$ cat config.mk
export PLATFORM = sky130hd
export DESIGN_NAME = tt_capture
export DESIGN_NICKNAME = d
export VERILOG_FILES = /design/src/rtl/tt_capture.sv
export SDC_FILE = /design/constraint.sdc
export NUM_CORES = 1
export LEC_CHECK = 0
export CAP_MARGIN = 30
export CORE_ASPECT_RATIO = 0.9
export CORE_UTILIZATION = 51
export CTS_CLUSTER_DIAMETER = 60
export CTS_CLUSTER_SIZE = 24
export DETAILED_ROUTE_END_ITERATION = 8
export HOLD_SLACK_MARGIN = 0.02
export PLACE_DENSITY = 0.75
export SLEW_MARGIN = 20
export SYNTH_ARGS = -nofsm -noshare
export SYNTH_HDL_FRONTEND = slang
export SYNTH_SLANG_ARGS = --single-unit
$ cat constraint.sdc
create_clock -name clk -period 1.76 [get_ports clk]
set_input_delay 0.176 -clock clk [delete_from_list [all_inputs] [get_ports clk]]
set_output_delay 0.176 -clock clk [all_outputs]
set_load 0.02 [all_outputs]
$ cat src/rtl/tt_capture.sv
// ---------------------------------------------------------------------------
// tt_capture
//   Sweeps a 3-input combinational device through all eight input
//   combinations. Each index is held for SETTLE_CYCLES clocks before the
//   device output is sampled. The eight samples form an 8-bit truth-table
//   code with code[7-i] = device output at index i.
//
//   Build option: define TT_CAPTURE_VOTE_EN to sample the device on the last
//   three settle cycles of each index and shift in the majority. When it is
//   undefined, a single sample is taken on the last settle cycle. Timing and
//   handshake are the same in both builds.
//
// Ports
//   clk         sole clock, rising edge
//   rst_n       asynchronous active-low reset
//   start       request a sweep (sampled in IDLE only)
//   abort       cancel a sweep in progress (ignored in FINISH)
//   dut_out     device output, synchronous to clk
//   in1/in2/in3 device stimulus, {in1,in2,in3} = index, in1 is the MSB
//   busy        high while a sweep is active
//   done        one-cycle pulse when a sweep completes
//   code        last complete truth-table code
//   code_valid  code holds a complete capture
// ---------------------------------------------------------------------------
module tt_capture #(
    parameter int unsigned SETTLE_CYCLES = 4
) (
    input  logic       clk,
    input  logic       rst_n,
    input  logic       start,
    input  logic       abort,
    input  logic       dut_out,
    output logic       in1,
    output logic       in2,
    output logic       in3,
    output logic       busy,
    output logic       done,
    output logic [7:0] code,
    output logic       code_valid
);

    localparam int unsigned CW = $clog2(SETTLE_CYCLES + 1);
    localparam logic [CW-1:0] CNT_LAST = CW'(SETTLE_CYCLES - 1);
`ifdef TT_CAPTURE_VOTE_EN
    localparam logic [CW-1:0] CNT_V0 = CW'(SETTLE_CYCLES - 3);
    localparam logic [CW-1:0] CNT_V1 = CW'(SETTLE_CYCLES - 2);
`endif

    typedef enum logic [1:0] {
        IDLE,
        SETTLE,
        FINISH
    } state_t;

    state_t        state_q;
    logic [CW-1:0] cnt_q;
    logic [2:0]    idx_q;
    // Only the low seven bits of the shift chain need storing: the eighth
    // shift goes straight into code, so the top bit is never read back.
    logic [6:0]    shadow_q;
    logic [7:0]    shadow_d;
    logic          sample_d;
    logic          busy_q;
    logic          done_q;
    logic [7:0]    code_q;
    logic          code_valid_q;

`ifdef TT_CAPTURE_VOTE_EN
    // Samples from the third-to-last and second-to-last settle cycles.
    logic [1:0]    vote_q;

    always_comb begin
        sample_d = (vote_q[0] & vote_q[1]) | (vote_q[0] & dut_out) |
                   (vote_q[1] & dut_out);
    end
`else
    always_comb begin
        sample_d = dut_out;
    end
`endif

    always_comb begin
        shadow_d = {shadow_q, sample_d};
    end

    always_ff @(posedge clk or negedge rst_n) begin
        if (!rst_n) begin
            state_q      <= IDLE;
            cnt_q        <= '0;
            idx_q        <= '0;
            shadow_q     <= '0;
            busy_q       <= 1'b0;
            done_q       <= 1'b0;
            code_q       <= 8'h00;
            code_valid_q <= 1'b0;
`ifdef TT_CAPTURE_VOTE_EN
            vote_q       <= '0;
`endif
        end else begin
            case (state_q)
                IDLE: begin
                    done_q <= 1'b0;
                    if (start && !abort) begin
                        state_q      <= SETTLE;
                        cnt_q        <= '0;
                        idx_q        <= '0;
                        shadow_q     <= '0;
                        busy_q       <= 1'b1;
                        code_valid_q <= 1'b0;
                    end
                end

                SETTLE: begin
                    if (abort) begin
                        // Partial capture is dropped; code keeps its old value.
                        state_q <= IDLE;
                        cnt_q   <= '0;
                        idx_q   <= '0;
                        busy_q  <= 1'b0;
                    end else begin
`ifdef TT_CAPTURE_VOTE_EN
                        if (cnt_q == CNT_V0) vote_q[0] <= dut_out;
                        if (cnt_q == CNT_V1) vote_q[1] <= dut_out;
`endif
                        if (cnt_q == CNT_LAST) begin
                            cnt_q    <= '0;
                            shadow_q <= shadow_d[6:0];
                            if (idx_q == 3'd7) begin
                                // Outputs for FINISH are registered here so
                                // they appear exactly in the FINISH cycle.
                                state_q      <= FINISH;
                                idx_q        <= '0;
                                busy_q       <= 1'b0;
                                done_q       <= 1'b1;
                                code_q       <= shadow_d;
                                code_valid_q <= 1'b1;
                            end else begin
                                idx_q <= idx_q + 3'd1;
                            end
                        end else begin
                            cnt_q <= cnt_q + CW'(1);
                        end
                    end
                end

                FINISH: begin
                    // abort and start are both ignored here.
                    done_q  <= 1'b0;
                    state_q <= IDLE;
                end

                default: begin
                    state_q <= IDLE;
                    cnt_q   <= '0;
                    idx_q   <= '0;
                    busy_q  <= 1'b0;
                    done_q  <= 1'b0;
                end
            endcase
        end
    end

    assign {in1, in2, in3} = idx_q;
    assign busy            = busy_q;
    assign done            = done_q;
    assign code            = code_q;
    assign code_valid      = code_valid_q;

endmodule

==> results.md <==
- Status: completed
- Initial Util: 56.26%
- Final std cells w/o fill: about 140
- Metal-1 WL: 1090 um
- Largest net degree at the start of global routing: 27
- Slew @ Worst Pin: 515.5 ps
- Commonest non-fill, non-tap cell in the layout: dfrtp_1
- Crit end category: register
- Via count: 763
- Tot Pwr: 1.155 mW
- PwrDens: 804.1 nW/um^2
- CP required: 1990 ps
- Final Cycle Share: 95.37%
- Compound-Gate Fraction of Synth Area: about an eighth
- Critical-path maximum fanout: 8
- WL final: 2128 um
- Syn Area/Cell: 13.29 um^2
- Die Ht: 46.65 um
- Mapped Cells: 85
- Resize count post-CTS: 0
- Pre-CTS WS: -62.74 ps
- Slowest CP cell: dfrtp_1
- Reg clk slew, reported paths: 140 ps
- Max Clock Freq: 0.5958 GHz
- Clock Skew: 6.325 ps
- Final HPWL DP: 1442 um
- CTS root buf: clkbuf_4
- DRC viols: 0
- Unique masters post-synth: 31
- RSZ-0062 raised after global routing: false
- I/O pin count: 19
- Share of cells above drive strength 1: 21.43%
- R2r endpoint: code[0]$_DFFE_PN0P_
- Simple-Gate Fraction of Synth Area: 14.17%
- Syn-to-layout area delta: 27.13%
- Synthesized flop and latch total: 26
- Reg-to-reg setup timing slack: 80 ps
- Clk_lat worst skew: roughly 330 ps
- Rows: 15
- Max Cap Viol: 0
- Vias in the first global route: 757
- Setup bufs post-CTS: 0
- Die X: slightly above 50 um
- Critical path arrival: roughly 1900 ps
- P_leak: 0.7078 nW
- Synth warnings: 0
- CTS tree: yes
- Initial antenna violation count: 0
- Bufs and invs on worst path: 1
- Gpl congestion: 0.7588
- Layout Nets: around 120
- Synth Area in Adders: under 10%
- Commonest non-fill, non-tap cells in the layout: 26 x dfrtp_1, 18 x clkdlybuf4s50_1, 8 x mux2_2
- Max H-tree Level: 1
- Hold Vio Cnt, Final: 0
- Die area: 2408 um^2
- CP delay by family, top: flip-flops
- Tmin final: 1679 ps
- Quantity of hold-fixing buffers added after cts: 0
- Hold WS: approximately 190 ps
- Post-synthesis sequential area ratio: a little under three fifths
- First-pass GRT wire length: 3443 um
- Main combinational cell family by area after synthesis: simple AND/OR/NAND/NOR gates
- CTS Buffer Depth: 2
- Top Layer Used: met4
- Placed insts: 133
- Total CTS buffers: 3
- Cells along the critical path: ha_1 > and2b_1 > nand4_2 > buf_4 > mux2_2
- Synth Area in XOR/XNOR: 0%
- Metal2 WL: around 920 um
- HP Class: input port to asynchronous set/reset pin
- GRT overflow: 0
- Critical Path Max Stage Delay: 430 ps
- Via density per instance: 5.569
- Routed wl met3: 94 um
- Worst setup SP type: register
- Reg2Reg Depth: 5
- Total iterations of the first detailed-routing run: 4
- Final setup violation count: 0
- Fin worst setup slack: ~81 ps
- Number of I/O port buffers: 18
- Critical path class: register to register
- Slew HR: 65.40%
- Slew Limit Fails: 0
- VDD IR max: roughly 0.80 mV
- FF-to-FF Start: cnt_q[0]$_DFFE_PN0P_
- Gr usage total: 20.56%
- 1st-iter DRT viols: 5
- WL per Instance: 15.53 um
- Core ar.: 2008 um^2
- Post-synthesis mux area share: 10.96%
- Antenna cells: 0
- Synth Cell Area: 1130 um^2
- Clock sink count: 26
- Syn_nets: 94
- DRT antenna net count: 0
synth_stat cells:
| cell | n | area share (%) |
|---|---|---|
| a21o_1 | 1 | 0.66 |
| a21oi_1 | 2 | 0.89 |
| a22o_1 | 7 | 5.4 |
| a31oi_1 | 1 | 0.55 |
| and2b_1 | 1 | 0.66 |
| and3_1 | 1 | 0.55 |
| and3b_1 | 2 | 1.6 |
| buf_2 | 2 | 0.89 |
| dfrtp_1 | 26 | 58 |
| ha_1 | 4 | 4.4 |
| mux2_1 | 3 | 3.0 |
| mux2_2 | 8 | 8.0 |
| nand2_1 | 1 | 0.33 |
| nand2b_1 | 1 | 0.55 |
| nand3_1 | 1 | 0.44 |
| nand3b_1 | 1 | 0.66 |
| nand4_1 | 1 | 0.55 |
| nand4_2 | 1 | 1.1 |
| nor2_1 | 6 | 2.0 |
| nor2_2 | 1 | 0.55 |
| nor2b_1 | 1 | 0.55 |
| nor3_1 | 3 | 1.3 |
| nor3b_1 | 1 | 0.66 |
| nor3b_2 | 1 | 1.1 |
| o21a_1 | 1 | 0.66 |
| o21ai_0 | 2 | 0.89 |
| o21ai_1 | 1 | 0.44 |
| o21bai_1 | 1 | 0.66 |
| o22ai_4 | 1 | 1.8 |
| or3b_1 | 1 | 0.78 |
| or3b_2 | 1 | 0.78 |
worst max path at each step:
stage                                       from              endpoint  slack [ps]  cells after the start
after global routing        cnt_q[0]$_DFFE_PN0P_   code[0]$_DFFE_PN0P_          20                      5
after floorplan           state_q[1]$_DFFE_PN0P_  idx_q[2]$_DFFE_PN0P_         240                      4
after detailed placement                   abort  idx_q[0]$_DFFE_PN0P_         -60                      4
final                       cnt_q[0]$_DFFE_PN0P_   code[0]$_DFFE_PN0P_          80                      5
after CTS                   cnt_q[0]$_DFFE_PN0P_   code[0]$_DFFE_PN0P_          80                      5
after global placement                     abort  idx_q[2]$_DFFE_PN0P_         -50                      4
routing by layer:
metal / track usage, % / vias up
li1: - / 366
met3: 6.271 / 5
met4: 7.568 / 0
met1: 26.68 / 373
met5: 0 / -
met2: 32.73 / 19
cells by family after synthesis:
logic type	after synthesis
DFF	26
buffers and inverters	2
adders and majority gates	4
AOI/OAI and AO/OA	17
muxes	11
and+or+nand+nor	25
worst reg2reg max path, cell delays in order, from the launching register on:
cell	delay [ps]
dfrtp_1	430
ha_1	270
and2b_1	250
nand4_2	110
buf_4	170
mux2_2	350
area by class of cell:
cell class	count	area, um^2
sequential	26	650.6
clock inverter	1	30.03
fill	143	571.8
tap	25	31.28
timing repair buffer	25	232.7
multi-input combinational	57	469.2
clock buffer	3	22.52
where the power goes:
group | internal (mW) | switching (mW)
sequential | 0.612 | 0.0121
clock | 0.231 | 0.183
combinational | 0.0536 | 0.0636
total | 0.896 | 0.259
state kept, by name (all words and copies together) (netlist names):
signal      flops
idx_q           3
code_valid      1
state_q         2
shadow_q        7
busy            1
code            8
cnt_q           3
done            1
through the flow:
stage	util [%]	instance area (um^2)	setup TNS, ps
floorplan	-	1130	0
global placement	68.91	1384	-272.0
detailed placement	68.91	1384	-481.1
CTS	71.53	1436	0
global route	71.53	1436	0
finish	71.53	1436	0
Power figures use the tool's default switching activity.
